==> src/rtl/pe_net_if.sv <==
// PE-side NoC interface: FWFT TX and RX FIFOs between a processing element and one H-tree port.
// Optional macro PE_IF_ADDR_CHECK_EN drops RX flits not addressed to MyAddr and counts them.
module pe_net_if #(
    parameter int DataWidth = 32,
    parameter int AddrWidth = 3,
    parameter int MyAddr    = 0,
    parameter int FifoDepth = 4
) (
    input  logic                           i_sclk,
    input  logic                           i_reset,
    input  logic [DataWidth-1:0]           i_tx_data,
    input  logic [AddrWidth-1:0]           i_tx_dest,
    input  logic                           i_tx_valid,
    output logic                           o_tx_ready,
    output logic [DataWidth+AddrWidth-1:0] o_noc_data,
    output logic                           o_noc_valid,
    input  logic                           i_noc_ready,
    input  logic [DataWidth+AddrWidth-1:0] i_noc_data,
    input  logic                           i_noc_valid,
    output logic                           o_noc_ready,
    output logic [DataWidth-1:0]           o_rx_data,
    output logic                           o_rx_valid,
    input  logic                           i_rx_ready,
    output logic [15:0]                    o_drop_count
);

    localparam int FlitWidth = DataWidth + AddrWidth;
    localparam int IdxWidth  = $clog2(FifoDepth);
    localparam int PtrWidth  = IdxWidth + 1;

    function automatic logic [PtrWidth-1:0] ptr_inc(input logic [PtrWidth-1:0] p);
        return p + PtrWidth'(1);
    endfunction

    function automatic logic ptr_full(input logic [PtrWidth-1:0] wr, input logic [PtrWidth-1:0] rd);
        return (wr[PtrWidth-1] != rd[PtrWidth-1]) && (wr[IdxWidth-1:0] == rd[IdxWidth-1:0]);
    endfunction

    function automatic logic [15:0] sat_inc16(input logic [15:0] v);
        return (v == 16'hFFFF) ? v : v + 16'd1;
    endfunction

    // TX path: PE -> NoC
    logic [FlitWidth-1:0] tx_mem [FifoDepth];
    logic [PtrWidth-1:0]  tx_wr_ptr;
    logic [PtrWidth-1:0]  tx_rd_ptr;
    logic                 tx_full;
    logic                 tx_empty;
    logic                 tx_push;
    logic                 tx_pop;

    assign tx_full     = ptr_full(tx_wr_ptr, tx_rd_ptr);
    assign tx_empty    = (tx_wr_ptr == tx_rd_ptr);
    assign tx_push     = i_tx_valid && !tx_full;
    assign tx_pop      = !tx_empty && i_noc_ready;
    assign o_tx_ready  = !tx_full;
    assign o_noc_valid = !tx_empty;
    // Head is masked while empty so data outputs read zero out of reset.
    assign o_noc_data  = tx_empty ? '0 : tx_mem[tx_rd_ptr[IdxWidth-1:0]];

    always_ff @(posedge i_sclk or negedge i_reset) begin
        if (!i_reset) begin
            tx_wr_ptr <= '0;
            tx_rd_ptr <= '0;
        end else begin
            if (tx_push) tx_wr_ptr <= ptr_inc(tx_wr_ptr);
            if (tx_pop)  tx_rd_ptr <= ptr_inc(tx_rd_ptr);
        end
    end

    always_ff @(posedge i_sclk) begin
        if (tx_push) tx_mem[tx_wr_ptr[IdxWidth-1:0]] <= {i_tx_dest, i_tx_data};
    end

    // RX path: NoC -> PE
    logic [DataWidth-1:0] rx_mem [FifoDepth];
    logic [PtrWidth-1:0]  rx_wr_ptr;
    logic [PtrWidth-1:0]  rx_rd_ptr;
    logic                 rx_full;
    logic                 rx_empty;
    logic                 rx_accept;
    logic                 rx_addr_ok;
    logic                 rx_push;
    logic                 rx_pop;

    assign rx_full     = ptr_full(rx_wr_ptr, rx_rd_ptr);
    assign rx_empty    = (rx_wr_ptr == rx_rd_ptr);
    assign rx_accept   = i_noc_valid && !rx_full;
    assign rx_push     = rx_accept && rx_addr_ok;
    assign rx_pop      = !rx_empty && i_rx_ready;
    assign o_noc_ready = !rx_full;
    assign o_rx_valid  = !rx_empty;
    assign o_rx_data   = rx_empty ? '0 : rx_mem[rx_rd_ptr[IdxWidth-1:0]];

`ifdef PE_IF_ADDR_CHECK_EN
    localparam logic [AddrWidth-1:0] MyAddrVec = AddrWidth'(MyAddr);
    logic [15:0] drop_count;

    // Misrouted flits are still handshaken so the NoC never stalls on them.
    assign rx_addr_ok   = (i_noc_data[FlitWidth-1:DataWidth] == MyAddrVec);
    assign o_drop_count = drop_count;

    always_ff @(posedge i_sclk or negedge i_reset) begin
        if (!i_reset) begin
            drop_count <= '0;
        end else if (rx_accept && !rx_addr_ok) begin
            drop_count <= sat_inc16(drop_count);
        end
    end
`else
    logic unused_rx_addr;

    assign rx_addr_ok     = 1'b1;
    assign o_drop_count   = '0;
    assign unused_rx_addr = ^{i_noc_data[FlitWidth-1:DataWidth], AddrWidth'(MyAddr), sat_inc16(16'd0)};
`endif

    always_ff @(posedge i_sclk or negedge i_reset) begin
        if (!i_reset) begin
            rx_wr_ptr <= '0;
            rx_rd_ptr <= '0;
        end else begin
            if (rx_push) rx_wr_ptr <= ptr_inc(rx_wr_ptr);
            if (rx_pop)  rx_rd_ptr <= ptr_inc(rx_rd_ptr);
        end
    end

    always_ff @(posedge i_sclk) begin
        if (rx_push) rx_mem[rx_wr_ptr[IdxWidth-1:0]] <= i_noc_data[DataWidth-1:0];
    end

endmodule

==> config.mk <==
export PLATFORM = sky130hd
export DESIGN_NAME = pe_net_if
export DESIGN_NICKNAME = d
export VERILOG_FILES = /design/src/rtl/pe_net_if.sv
export SDC_FILE = /design/constraint.sdc
export NUM_CORES = 1
export LEC_CHECK = 0
export CAP_MARGIN = 40
export CELL_PAD_IN_SITES_DETAIL_PLACEMENT = 1
export CELL_PAD_IN_SITES_GLOBAL_PLACEMENT = 1
export CORE_MARGIN = 10
export CORE_UTILIZATION = 47
export DETAILED_ROUTE_END_ITERATION = 16
export PLACE_DENSITY_LB_ADDON = 0.1
export SKIP_LAST_GASP = 1
export SLEW_MARGIN = 10
export SYNTH_ARGS = -nofsm -noshare
export SYNTH_HDL_FRONTEND = slang
export SYNTH_SLANG_ARGS = --single-unit
==> constraint.sdc <==
create_clock -name i_sclk -period 2.87 [get_ports i_sclk]
set_input_delay 0.574 -clock i_sclk [delete_from_list [all_inputs] [get_ports i_sclk]]
set_output_delay 0.574 -clock i_sclk [all_outputs]
set_load 0.05 [all_outputs]
==> impl_metrics.tcl, run 1 <==
set metrics [dict create \
    outcome "complete, no violations" \
    synth_top_area_share_pct 71.4 \
    drc_errors 0 \
    routabilityCongestion 0.736 \
    yosys.area_share.simple_pct 4.64 \
    fin_skew_ns 0.0103 \
    fmax_mhz 356 \
    grt_usage_pct 15.5 \
    crit_fanout 31 \
    synth_largest_area_cell "edfxtp_1" \
    setup_tns_ns 0 \
    critPathMaxStageDelay_ns 0.56 \
    cts_tree "yes" \
    wl_per_cell_um 23.1 \
    muxShareOfSynthArea_pct 14.3 \
    worst_hold_slack_ns 0.416 \
    synth_edf_count 268 \
    drt_pass1_iterations 6 \
    synth_seq_area_share_pct 74.1 \
    grt.busiest_layer "met2" \
    wirelength_um 24200 \
    die_h_um 175 \
    dp_hpwl_um 14700 \
    initial_utilization_pct 47.9 \
    rows 56 \
    crit_chain "xor2_4, nor3_4, buf_12, nor2b_1, buf_4" \
    io_pins 163 \
    synth-main-ff-cell "edfxtp_1" \
    yosys.cell_types.count 29 \
    antenna_left 0 \
    antenna_found_initial 1 \
    cp-start-kind "flop" \
    required_ns 2.30 \
    synth_seq_cells 280 \
    fin_nets 790 \
    grtUsageMet1_pct 19.5 \
    die_x_um 175 \
    dieArea_um2 30600 \
    slew_violations 0 \
    synth_area_um2 11300 \
    ff2ff_path_depth 4 \
    ff2ff_setup_slack_ns 0.73 \
    crit_cells 5 \
    area_delta_synth_final_pct 25.7 \
    synthArstFlopShare_pct 4.29 \
    drive_gt1_share_pct 28.2 \
    synth-xor-area-share_pct 1.53 \
    critPathArrivalTime_ns 2.23 \
    hold_path.class "in2async" \
    grt_pass1_wl_um 37000 \
    netlist_instances 527 \
    relSlewSlack_pct 58.7 \
    fin_crit_ns 2.81 \
    synth_top_family_by_area "multiplexers" \
    drt_iter0_markers 335 \
    clock_path_buffers 3 \
    cts_made_buffers 30 \
    grt_max_degree 40 \
    met2_usage_pct 26.6 \
    core_area_um2 23500 \
    criticalPathCategory "reg2out" \
    grt_pass1_vias 6299 \
    postSynthAreaPerCell_um2 21.4 \
    hold_viol_final 0 \
    synth_commonest_cells "edfxtp_1, nor2b_1, mux4_2" \
    htreeDepth 1 \
    clk_pin_slew_ns 0.06 \
    yosysWarningCount 0 \
    tightest_slew_ns 0.617 \
    viasPerCell 5.33 \
    cap_violations 0 \
    diodes 0 \
    synth_compound_area_share_pct 1.50 \
    synthTopCellsByArea "edfxtp_1, mux4_2, mux4_1" \
    rsz0062_at_grt "yes" \
    via_count 5576 \
    min_period_over_period_pct 97.8 \
    setup_violations 0 \
    crit_family "flip-flops" \
    clock_latency_ns 0.54 \
    cp-end-kind "primary output" \
    gr-total-overflow 0 \
    portBuffers 143 \
    synth_most_common_cell "edfxtp_1" \
    clock_sinks 280 \
    cts-root-buf "clkbuf_16" \
    n_fill_cell 2061 \
    holdBufCountCts 0 \
    crit_buf_inv 2 \
    grtUsageMet3_pct 3.79 \
    synthAdderAreaFrac_pct 1.11 \
    slowest_stage "dfrtp_4" \
]
[metrics by stage]
| stage | instance area [um^2] | std cells | utilization [%] | setup WS (ns) |
|---|---|---|---|---|
| after CTS | 14100 | 1044 | 59.9 | 0.00371 |
| after global placement | 12900 | 980 | 54.8 | 0.375 |
| after floorplan | 11300 | 542 | - | 0.174 |
| final | 14200 | 1047 | 60.2 | 0.0636 |
| after global routing | 14200 | 1047 | 60.2 | -0.00498 |
| after detailed placement | 13000 | 983 | 55.0 | 0.388 |
[cells in the final DEF, fill, tap and decap left out, drive strengths merged]
| cell type | synthesis | routed |
|---|---|---|
| mux4 | 67 | 67 |
| buf | 32 | 94 |
| a21oi | 8 | 8 |
| nor2b | 67 | 67 |
| o31ai | 8 | 8 |
| conb | 1 | 16 |
| and3 | 6 | 6 |
| xor2 | 8 | 8 |
| o311a | 2 | 2 |
| o311ai | 2 | 2 |
| nand2b | 4 | 4 |
| clkdlybuf4s50 | 0 | 72 |
| ha | 10 | 10 |
| nor3 | 2 | 2 |
| clkbuf | 6 | 34 |
| a211oi | 4 | 4 |
| or3 | 2 | 2 |
| bufinv | 0 | 6 |
| edfxtp | 268 | 268 |
| inv | 8 | 8 |
| dfrtp | 12 | 12 |
| xnor2 | 10 | 10 |
| clkinvlp | 0 | 4 |
| clkinv | 0 | 14 |
[state kept, by name, indices dropped and copies added, names as in the netlist]
signal	flops
tx_mem	140
rx_mem	128
rx_rd_ptr	3
rx_wr_ptr	3
tx_rd_ptr	3
tx_wr_ptr	3
[path summary, 6_finish.rpt]
check,from,end
hold / removal,i_reset,rx_rd_ptr[2]$_DFFE_PN0P_
max in group asynchronous,i_reset,tx_rd_ptr[0]$_DFFE_PN0P_
setup / recovery,rx_rd_ptr[0]$_DFFE_PN0P_,o_rx_data[14]
setup reg to reg,rx_rd_ptr[0]$_DFFE_PN0P_,rx_mem[2][22]$_DFFE_PP_
hold reg to reg,tx_wr_ptr[2]$_DFFE_PN0P_,tx_wr_ptr[2]$_DFFE_PN0P_
min in group i_sclk,tx_wr_ptr[2]$_DFFE_PN0P_,tx_wr_ptr[2]$_DFFE_PN0P_
[layout make-up]
type / instances / area, um^2 / area share, %
clock inverters: 24 / 277 / 1.95
flip-flops and latches: 280 / 8360 / 59.0
inverters: 8 / 30.0 / 0.212
repair buffers: 168 / 1610 / 11.4
well taps: 319 / 399 / 2.82
multi-input cells: 216 / 2710 / 19.1
clock buffers: 32 / 779 / 5.50
[routing by layer]
layer / wire [um] / up-vias
met5: 9 / -
met4: 389 / 2
met3: 1250 / 32
met2: 12300 / 142
met1: 10200 / 2925
li1: - / 2475
[kinds of logic (layout without fill, tap and decap cells)]
kind of cell             after synthesis  after routing
AND/OR/NAND/NOR                       81             81
multiplexers                          67             67
AO/OA/AOI/OAI                         24             24
other                                  1             16
adder cells (fa/ha/maj)               10             10
flip-flops                           280            280
buffers and inverters                 46            232
XOR/XNOR                              18             18
[what timing repair did]
action | 4_1_cts | 5_1_grt
setup endpoints to repair | 63 | 24
hold endpoints to repair | 0 | 0
gates resized for setup | 6 | 3
setup buffers | 5 | 1
pin swaps | 0 | 2
cloned | 0 | 2
Power of run 1 is left out: the tool's default activity adds up to more than one toggle a clock period on the data nets, which glitch-free logic cannot reach.
==> run 2: changes to the inputs <==
CAP_MARGIN = 10   (was 40)
CTS_CLUSTER_DIAMETER = 40   (was unset)
==> run 2 against run 1 <==
Via count shrank 0.72%. Global-route usage grew 0.077 points. Cell count grew 1.4%. Worst setup slack gained 0.0043 ns. Critical path depth is the same. Sequential share of layout area shrank 0.99 points. Maximum frequency grew 0.15%. Register-to-register slack lost 0.26 ns. Sequential cell count is the same. Count of clock-buffer cells in the layout grew 15. Die area is the same. Non-clock buffer count shrank 1. Critical path type unchanged. Highest routed layer unchanged.
==> impl_metrics.tcl, run 2 (synthesized netlist as in run 1, its figures left out) <==
set metrics [dict create \
    cts_made_buffers 39 \
    hold_viol_final 0 \
    antenna_found_initial 2 \
    cts_tree "yes" \
    via_count 5536 \
    grt_pass1_vias 6357 \
    viasPerCell 5.21 \
    clock_sinks 280 \
    cap_violations 0 \
    dieArea_um2 30600 \
    holdBufCountCts 0 \
    routabilityCongestion 0.736 \
    rsz0062_at_grt "yes" \
    fin_skew_ns 0.0120 \
    clock_path_buffers 3 \
    grt_pass1_wl_um 37000 \
    wirelength_um 24200 \
    cts-root-buf "clkbuf_16" \
    setup_violations 0 \
    drive_gt1_share_pct 29.2 \
    instances_no_fill 1062 \
    outcome "complete, no violations" \
    slew_violations 0 \
    area_delta_synth_final_pct 27.9 \
    placed_cells 980 \
    clk_pin_slew_ns 0.05 \
    largest_register_ffs 140 \
    critPathMaxStageDelay_ns 0.49 \
    tightest_slew_ns 0.990 \
    fin_nets 798 \
    min_period_over_period_pct 97.6 \
    rows 56 \
    io_pins 163 \
    initial_utilization_pct 47.9 \
    gr-total-overflow 0 \
    drt_pass1_iterations 6 \
    layout_commonest_cell "edfxtp_1" \
    cp-start-kind "flop" \
    relSlewSlack_pct 34.0 \
    clock_latency_ns 0.51 \
    die_h_um 175 \
    fmax_mhz 357 \
    grt_max_degree 40 \
    cp-end-kind "primary output" \
    wl_per_cell_um 22.8 \
    hold_path.class "in2async" \
    core_area_um2 23500 \
    portBuffers 143 \
    slowest_stage "xor2_1" \
    die_x_um 175 \
    antenna_left 0 \
    drt_iter0_markers 253 \
    crit_chain "xor2_1, nor3_4, buf_12, nor2b_1, buf_4" \
    crit_fanout 18 \
    required_ns 2.30 \
    htreeDepth 2 \
    criticalPathCategory "reg2out" \
    dp_hpwl_um 14600 \
    grt_usage_pct 15.6 \
    critPathArrivalTime_ns 2.23 \
    fin_crit_ns 2.80 \
    drc_errors 0 \
    final_cell_mix "edfxtp_1, buf_4, clkdlybuf4s50_1" \
    crit_buf_inv 2 \
    crit_family "XOR/XNOR gates" \
]
==> run 2: changes by cell type in the layout (fill, tap and decap cells not counted), moves of 4 or more <==
cell / change
clkbuf_1: +5
clkbuf_16: +10
clkinv_1: -4
clkinv_4: +4
==> run 2: layout make-up <==
cell class              count  area (um^2)
fillers                  2043         9130
flip-flops and latches    280         8360
multi-input cells         216         2700
repair buffers            167         1560
clock buffers              47         1050
well taps                 319          399
clock inverters            24          310
inverters                   8         30.0
diodes                      1         2.50
==> run 2: what timing repair did <==
item | CTS | global route
cloned | 0 | 2
endpoints found under the setup margin | 59 | 43
gates resized for setup | 4 | 2
pin swaps | 0 | 3
buffers inserted | 3 | 5
==> run 2: path summary, 6_finish.rpt <==
kind / to / cells after the start / slack (ns) / from
setup / recovery: o_noc_data[33] / 5 / 0.07 / tx_rd_ptr[2]$_DFFE_PN0P_
hold / removal: tx_wr_ptr[0]$_DFFE_PN0P_ / 1 / 0.47 / i_reset
setup reg to reg: tx_mem[0][24]$_DFFE_PP_ / 3 / 0.47 / tx_rd_ptr[2]$_DFFE_PN0P_
hold reg to reg: tx_rd_ptr[2]$_DFFE_PN0P_ / 1 / 0.55 / tx_rd_ptr[2]$_DFFE_PN0P_
max in group asynchronous: rx_rd_ptr[0]$_DFFE_PN0P_ / 1 / 1.93 / i_reset
min in group i_sclk: tx_rd_ptr[2]$_DFFE_PN0P_ / 1 / 0.55 / tx_rd_ptr[2]$_DFFE_PN0P_
==> run 2: worst reg2reg max path, delay by kind of cell, from the launching register on <==
kind	cells	cell delay, ns
flops	1	0.42
xor+xnor	1	0.42
simple gates	2	1.16
==> run 2: per-stage QoR <==
stage	hold WS (ns)	setup TNS, ns	utilization (%)	setup slack (ns)	cell area [um^2]
3_5_place_dp	0.519	0	54.8	0.363	12900
5_1_grt	0.503	-0.00570	61.2	-0.00570	14400
2_1_floorplan	0.278	0	-	0.174	11300
3_3_place_gp	0.513	0	54.8	0.375	12900
4_1_cts	0.464	-0.0266	60.8	-0.0109	14300
6_report	0.469	0	61.2	0.0679	14400
==> run 2: per-layer routing <==
metal  global-route usage [%]  vias up  share of wire [%]
met2                     26.6      141                 51
met1                     19.2     2852                 42
met3                     4.29       38                5.7
met4                     4.17        2                1.6
li1                         -     2503                  -
met5                        0        -              0.050
Power of run 2 is left out for the same reason.
